<file path="config.mk">
export PLATFORM = sky130hd
export DESIGN_NAME = cpu_controller
export DESIGN_NICKNAME = d
export VERILOG_FILES = /design/src/rtl/cpu_controller.sv
export SDC_FILE = /design/constraint.sdc
export NUM_CORES = 1
export LEC_CHECK = 0
export CORE_UTILIZATION = 38
export CTS_CLUSTER_SIZE = 10
export DETAILED_ROUTE_END_ITERATION = 10
export HOLD_SLACK_MARGIN = 0.1
export PLACE_DENSITY = 0.81
export SLEW_MARGIN = 10
export SYNTH_ARGS = -nofsm -noshare
export SYNTH_HDL_FRONTEND = slang
export SYNTH_SLANG_ARGS = --single-unit
</file>
<file path="constraint.sdc">
create_clock -name clk -period 2.1 [get_ports clk]
set_input_delay 0.42 -clock clk [delete_from_list [all_inputs] [get_ports clk]]
set_output_delay 0.42 -clock clk [all_outputs]
set_load 0.01 [all_outputs]
</file>
<file path="src/rtl/cpu_controller.sv">
`default_nettype none
// ============================================================================
//  Module      : cpu_controller
//  Description : Instruction register, 16-bit instruction decode and Moore
//                FSM that sequences the datapath strobes for MOV imm,
//                MOV reg and the ADD/CMP/AND/MVN ALU instructions.
//                Start/wait handshake: s launches, w flags idle.
//  Revision    : 1.0 - initial release
// ============================================================================
module cpu_controller #(
    parameter int IW = 16
) (
    input  logic          clk,
    input  logic          reset,
    input  logic          s,
    input  logic          load,
    input  logic [IW-1:0] in,
    output logic          w,
    output logic [2:0]    readnum,
    output logic [2:0]    writenum,
    output logic          write,
    output logic [3:0]    vsel,
    output logic          loada,
    output logic          loadb,
    output logic          asel,
    output logic          bsel,
    output logic [1:0]    shift,
    output logic [1:0]    ALUop,
    output logic          loadc,
    output logic          loads,
    output logic [IW-1:0] sximm8,
    output logic [IW-1:0] sximm5
);

    typedef enum logic [2:0] {
        S_WAIT      = 3'd0,
        S_DECODE    = 3'd1,
        S_WRITE_IMM = 3'd2,
        S_GET_A     = 3'd3,
        S_GET_B     = 3'd4,
        S_EXEC      = 3'd5,
        S_WRITE_REG = 3'd6
    } state_t;

    // One-hot writeback mux selects
    localparam logic [3:0] c_VSEL_IMM8 = 4'b0100;
    localparam logic [3:0] c_VSEL_C    = 4'b0001;

    state_t        r_state;
    state_t        w_next_state;
    logic [IW-1:0] r_ir;

    // Instruction fields
    logic [2:0] w_opcode;
    logic [1:0] w_op;
    logic [2:0] w_rn;
    logic [2:0] w_rd;
    logic [1:0] w_sh;
    logic [2:0] w_rm;

    // Instruction classes
    logic w_is_mov_imm;
    logic w_is_mov_reg;
    logic w_is_alu;
    logic w_is_mvn;
    logic w_is_cmp;

    assign w_opcode = r_ir[15:13];
    assign w_op     = r_ir[12:11];
    assign w_rn     = r_ir[10:8];
    assign w_rd     = r_ir[7:5];
    assign w_sh     = r_ir[4:3];
    assign w_rm     = r_ir[2:0];

    assign w_is_mov_imm = (w_opcode == 3'b110) && (w_op == 2'b10);
    assign w_is_mov_reg = (w_opcode == 3'b110) && (w_op == 2'b00);
    assign w_is_alu     = (w_opcode == 3'b101);
    assign w_is_mvn     = w_is_alu && (w_op == 2'b11);
    assign w_is_cmp     = w_is_alu && (w_op == 2'b01);

    // Immediates follow the IR in every state
    assign sximm8 = {{(IW-8){r_ir[7]}}, r_ir[7:0]};
    assign sximm5 = {{(IW-5){r_ir[4]}}, r_ir[4:0]};

    // State register; reset drops straight back to idle
    always_ff @(posedge clk or posedge reset) begin
        if (reset) begin
            r_state <= S_WAIT;
        end else begin
            r_state <= w_next_state;
        end
    end

    // Instruction register only accepts a new word while idle
    always_ff @(posedge clk or posedge reset) begin
        if (reset) begin
            r_ir <= '0;
        end else if ((r_state == S_WAIT) && load) begin
            r_ir <= in;
        end
    end

    // Next-state logic and Moore strobe decode
    always_comb begin
        w_next_state = r_state;
        w            = 1'b0;
        readnum      = 3'd0;
        writenum     = 3'd0;
        write        = 1'b0;
        vsel         = 4'b0000;
        loada        = 1'b0;
        loadb        = 1'b0;
        asel         = 1'b0;
        bsel         = 1'b0;
        shift        = 2'b00;
        ALUop        = 2'b00;
        loadc        = 1'b0;
        loads        = 1'b0;

        case (r_state)
            S_WAIT: begin
                w = 1'b1;
                if (s) begin
                    w_next_state = S_DECODE;
                end
            end

            S_DECODE: begin
                if (w_is_mov_imm) begin
                    w_next_state = S_WRITE_IMM;
                end else if (w_is_mov_reg || w_is_mvn) begin
                    w_next_state = S_GET_B;
                end else if (w_is_alu) begin
                    w_next_state = S_GET_A;
                end else begin
                    // Illegal encoding: abandon without touching state
                    w_next_state = S_WAIT;
                end
            end

            S_WRITE_IMM: begin
                writenum     = w_rn;
                vsel         = c_VSEL_IMM8;
                write        = 1'b1;
                w_next_state = S_WAIT;
            end

            S_GET_A: begin
                readnum      = w_rn;
                loada        = 1'b1;
                w_next_state = S_GET_B;
            end

            S_GET_B: begin
                readnum      = w_rm;
                loadb        = 1'b1;
                w_next_state = S_EXEC;
            end

            S_EXEC: begin
                shift = w_sh;
                // MOV reg is realised as 0 + shifted B
                ALUop = w_is_alu ? w_op : 2'b00;
                asel  = w_is_mov_reg;
                loadc = !w_is_cmp;
                loads = w_is_cmp;
                w_next_state = w_is_cmp ? S_WAIT : S_WRITE_REG;
            end

            S_WRITE_REG: begin
                writenum     = w_rd;
                vsel         = c_VSEL_C;
                write        = 1'b1;
                w_next_state = S_WAIT;
            end

            default: begin
                w_next_state = S_WAIT;
            end
        endcase
    end

endmodule
`default_nettype wire

</file>
==> metrics.txt, run 1 <==
status=complete, no violations; chip height=61.1 um; Overall Power=0.00276 W; Compound-Gate Fraction of Synth Area=under 10%; TritonCTS clock tree=yes; most frequent cells after synthesis=36 x buf_4, 19 x dfrtp_1, 10 x mux2_4; XOR/XNOR Fraction of Synth Area=0%; final period utilization=96.9%; Ports=74; post-synthesis mux area share=about a fifth; endpoint arrival time on the critical path=1620 ps; worst-margin pin slew=between 700 and 800 ps; PwrDens=about 1400 mW/mm^2; Tmin final=between 2000 and 2500 ps; Ant. Diodes=0; CTS buffer count=3; CP max FO=6; Final Hold Viols=0; worst vdd ir=a little over 0.5 mV; Horiz. Die Dim=~61 um; initial antenna violation count=0; post-route cell area=approximately 0.002 mm^2; Setup crit end kind=primary output; Synth area leader=dfrtp_1; Syn. warnings=0; clock sink count=19; main area contributors after synthesis=dfrtp_1 36%, buf_4 20%, mux2_4 11%; multi-input logic area=slightly below 600 um^2; share of the synthesized area in the top cell type=a little over a third; total track usage=14.7%; GRT Residual Overflow=0; fin util=58.9%; Leak=about 0.97 nW; # rows=21; Startpoint Class=flip-flop; main combinational cell family by area after synthesis=buffers and inverters; Net count, final=roughly 200; Post-synth EDFFs=0; WS Path Type=flip-flop to primary output; top_reg_cell synth=dfrtp_1; worst skew pair latency=approximately 290 ps; Post-Syn Area per Cell=roughly 11 um^2; register area=about 480 um^2; Setup WS pre-CTS=75.2 ps; Root Driver=clkbuf_4; Cell variety after synth=29; Initial Util=39.8%; gp weighted congestion=0.654; Syn-to-layout area delta=47.9%; DP Area=approximately 0.0018 mm^2; Post-Route WL=2780 um; fmax=just under 500 MHz; most common cell in the netlist=buf_4; Clock Tree Buf Depth=2; pin count of the biggest net entering global routing=20; Hold Crit Class=input port to asynchronous set/reset pin; Comb pwr share=64.9%; Mapped Area=approximately 0.0013 mm^2; layout cell share with drive strength beyond 1=26.3%; Final Skew=roughly 0.78 ps; RSZ-0062 raised after global routing=true; min setup slack post-route=64.3 ps; DRT Pass-1 Iters=4; FFs w/ async S/R, synth=100%; # DRC=0; sw frac=a little over a third; post-synthesis register bit count=19; fillcell total=302; placeable core area=0.00334 mm^2; post-synthesis instance total=roughly 120; I/O Buffers=70; setup violators final=0; post-synthesis sequential area ratio=between 30% and 40%; H-tree Lvls=1; Via density=4.52; Clock transition at path regs=110 ps; first-pass GRT wire length=4080 um; Sw Pwr=0.000998 W; via count=999; Clock power frac=about 6.8%; adder-cell area share of the yosys netlist=0%; Routed WL per cell=12.6 um; hold buffers post-CTS=0; Post-Synth Simple-Gate Area=15.5%; sequential share of power=28.3%; required time worst endpoint=~1700 ps; Relative slew margins=50.4%; DRT antenna net count=0; max_cap viols=0; Max Slew Vio Count=0; Die Footprint=around 0.0037 mm^2; initial detailed-routing violation count=14; DP HPWL=approximately 2100 um; P_int=about 0.0018 W; vias in the first global route=between 800 and 900
==> cell type report <==
| type | count | area share, % |
|---|---|---|
| Clock buffer | 3 | 1.15 |
| Timing Repair Buffer | 85 | 41.6 |
| Clock inverter | 1 | 0.255 |
| Multi-Input combinational cell | 65 | 29.3 |
| Inverter | 2 | 0.382 |
| Tap cell | 46 | 2.93 |
| Sequential cell | 19 | 24.4 |
==> metal layers <==
layer | vias to the layer above | global-route usage [%] | part of all wire (%)
met1 | 474 | 17.2 | 38
li1 | 484 | - | -
met4 | 0 | 5.84 | 0.90
met5 | - | 0 | 0
met2 | 39 | 28.0 | 55
met3 | 2 | 0.840 | 6.0
==> sequential cells by signal (all words and copies together) (netlist names) <==
name and count:
r_ir 16, r_state 3
==> what timing repair did <==
action                     4_1_cts  5_1_grt
pin swaps                        0        1
setup buffers                    9        0
gates resized for setup         22        8
cloned                           0        0
setup endpoints to repair       18        8
==> cell usage in the layout (no fill, tap or decap), types with 2 or more instances in the layout <==
cell type / instances
clkdlybuf4s50_1: 53
dfrtp_1: 16
buf_4: 14
dlygate4sd2_1: 13
mux2_4: 10
and2_1: 7
nor2_1: 6
mux2_2: 6
nand2_1: 3
o21ai_0: 3
mux2i_1: 3
a22o_1: 3
and3_1: 3
conb_1: 3
clkbuf_4: 3
dlymetal6s2s_1: 3
dfrtp_2: 3
a211oi_1: 2
and3b_1: 2
inv_1: 2
==> logic make-up after synthesis <==
group | count (synthesis)
buf+inv | 42
simple gates | 33
mux | 19
flops | 19
compound gates | 10
other cells | 1
==> path summary, 6_finish.rpt <==
kind	end	slack, ps	cells past startpoint	from
min	r_ir[6]	540	2	reset
min reg2reg	r_ir[3]	570	1	r_ir[3]
min in group clk	r_ir[3]	570	1	r_ir[3]
max reg2reg	r_ir[7]	430	6	r_state[1]
max	ALUop[1]	60	4	r_state[2]
max in group asynchronous	r_state[1]	1050	2	reset
==> stage by stage <==
step / setup TNS (ps) / cells / hold slack (ps)
after floorplan: 0 / 126 / 371
final: 0 / 221 / 543
after global placement: 0 / 208 / 535
after global routing: -1.14 / 221 / 582
after detailed placement: 0 / 208 / 540
after CTS: 0 / 221 / 562
==> power groups by stage <==
stage	clock (W)	sequential [W]	combinational [W]
3_3_place_gp	0	0.000785	0.00163
5_1_grt	0.000213	0.000818	0.00193
4_1_cts	0.000196	0.000770	0.00178
6_report	0.000188	0.000780	0.00179
3_5_place_dp	0	0.000810	0.00165
2_1_floorplan	0	0.000718	0.00129
==> worst max-delay path, cell delays in order, from the launching register on <==
cell and delay (ps):
dfrtp_2 460, and3b_2 250, and3_1 190, and2_1 150
dlygate4sd2_1 280
No activity file was read; power rests on OpenSTA's default activity.
==> run 2, diff against run 1 <==
CORE_MARGIN = 5   (was unset)
==> run 2 against run 1 <==
Global-route usage shrank 0.60 points. Critical path type unchanged. Via count grew 4.2%. Combinational power grew 2%. Register-to-register slack lost 50 ps. Sequential share of layout area grew 0.36 points. Sequential power grew 1%. Hold slack lost 88 ps. First-iteration DRC count grew 29%. Worst setup slack gained 22 ps. Highest routed layer unchanged. Routed wire length grew 20%. Total power grew 1.3%.
==> metrics.txt, run 2 (synthesized netlist as in run 1, its figures left out) <==
placeable core area=0.00336 mm^2 (was 0.00334 mm^2); Top Registers=r_ir (16), r_state (3) (unchanged); Initial Util=39.5% (was 39.8%); gp weighted congestion=0.782 (was 0.654); Syn-to-layout area delta=46.1% (was 47.9%); Hold Crit Class=input port to asynchronous set/reset pin (unchanged); Final Hold Viols=0 (unchanged); RSZ-0062 raised after global routing=false (was true); commonest non-fill, non-tap cells in the layout=53 x clkdlybuf4s50_1, 15 x dfrtp_1, 14 x buf_4 (was 53 x clkdlybuf4s50_1, 16 x dfrtp_1, 14 x buf_4); initial detailed-routing violation count=18 (was 14); Root Driver=clkbuf_4 (unchanged); status=complete, no violations (unchanged); reg2reg path depth=6 (unchanged); # DRC=0 (unchanged); first-pass GRT wire length=5650 um (was 4080 um); worst r2r dst=r_ir[6] (was r_ir[7]); Overall Power=0.00280 W (was 0.00276 W); Worst setup startpoint=r_state[0] (was r_state[2]); Biggest register=r_ir (unchanged); CP max FO=5 (was 6); Via density=4.71 (was 4.52); endpoint arrival time on the critical path=1590 ps (was 1620 ps); required time worst endpoint=1680 ps (about the same); Clock transition at path regs=110 ps (about the same); pin count of the biggest net entering global routing=20 (unchanged); Ports=74 (unchanged); Horiz. Die Dim=69.1 um (was 61.1 um); CTS buffer count=3 (unchanged); Clock Tree Buf Depth=2 (unchanged); via count=1041 (was 999); total track usage=14.1% (was 14.7%); Ant. Diodes=0 (unchanged); H-tree Lvls=1 (unchanged); Post-Route WL=3350 um (was 2780 um); PwrDens=1440 mW/mm^2 (was 1400 mW/mm^2); hold buffers post-CTS=0 (unchanged); clock sink count=19 (unchanged); initial antenna violation count=0 (unchanged); max_cap viols=0 (unchanged); Tmin final=2010 ps (was 2040 ps); GRT Residual Overflow=0 (unchanged); vias in the first global route=1168 (was 892); DRT Pass-1 Iters=4 (unchanged); worst vdd ir=0.766 mV (was 0.518 mV); commonest non-fill, non-tap cell in the layout=clkdlybuf4s50_1 (unchanged); r2r startpoint=r_state[0] (was r_state[1]); layout cell share with drive strength beyond 1=26.9% (was 26.3%); worst skew pair latency=280 ps (was 290 ps); setup slack, reg-to-reg=380 ps (was 430 ps); Leak=0.935 nW (was 0.968 nW); Net count, final=196 (unchanged); chip height=69.1 um (was 61.1 um); Routed WL per cell=15.2 um (was 12.6 um); Final Skew=1.95 ps (was 0.784 ps); CP endpoint=loadb (was ALUop[1]); Setup crit end kind=primary output (unchanged); max reg flops=16 (unchanged); TritonCTS clock tree=yes (unchanged); fmax=497 MHz (was 491 MHz); Die Footprint=0.00478 mm^2 (was 0.00374 mm^2); Startpoint Class=flip-flop (unchanged); DP HPWL=2570 um (was 2090 um); # rows=21 (unchanged); Max Slew Vio Count=0 (unchanged); Post-Route Setup TNS=0 ps (unchanged); DRT antenna net count=0 (unchanged); final period utilization=95.9% (was 96.9%); I/O Buffers=70 (unchanged); WS Path Type=flip-flop to primary output (unchanged); setup violators final=0 (unchanged)
## run 2: stage by stage
stage          cell area (um^2)  std cells  utilization (%)  setup WS, ps  hold WS, ps
2_1_floorplan              1340        126                -           423          371
3_3_place_gp               1850        210             55.0           104          536
3_5_place_dp               1850        210             55.0           103          538
4_1_cts                    1940        221             57.7          3.01          469
5_1_grt                    1940        221             57.7         0.470          477
6_report                   1940        221             57.7          86.4          455
## run 2: area by class of cell
type	count	area, um^2
Timing Repair Buffer	85	805
Fill cell	307	1420
Tap cell	46	57.6
Clock buffer	4	26.3
Sequential cell	19	480
Multi-Input combinational cell	65	566
Inverter	2	7.51
## run 2: per-layer routing
| layer | vias to the layer above | global-route usage (%) | wire [um] |
|---|---|---|---|
| met5 | - | 0 | 0 |
| met4 | 0 | 2.39 | 42 |
| met3 | 4 | 4.36 | 288 |
| met2 | 55 | 26.1 | 1700 |
| met1 | 501 | 16.1 | 1310 |
| li1 | 481 | - | - |
## run 2: worst min path at each step
stage	end	slack, ps
final	r_ir[1]	450
after global routing	r_ir[3]	480
after CTS	r_ir[6]	470
after detailed placement	r_ir[9]	540
after global placement	r_ir[9]	540
after floorplan	r_ir[0]	370
## run 2: what timing repair did
action | CTS | global route
setup endpoints to repair | 17 | 4
setup buffers | 7 | 0
endpoints found under the hold margin | 0 | 0
gates resized for setup | 28 | 5
## run 2: power breakdown
group	total (W)	switching (W)	internal, W
Sequential	0.000790	0.000236	0.000554
Clock	0.000181	0.000108	0.0000736
Combinational	0.00183	0.000687	0.00114
Total	0.00280	0.00103	0.00177
## run 2: worst max-delay path, stage by stage (launching register included)
cell and delay (ps):
dfrtp_2 440, nor3b_2 180, buf_4 150, clkdlybuf4s50_1 530
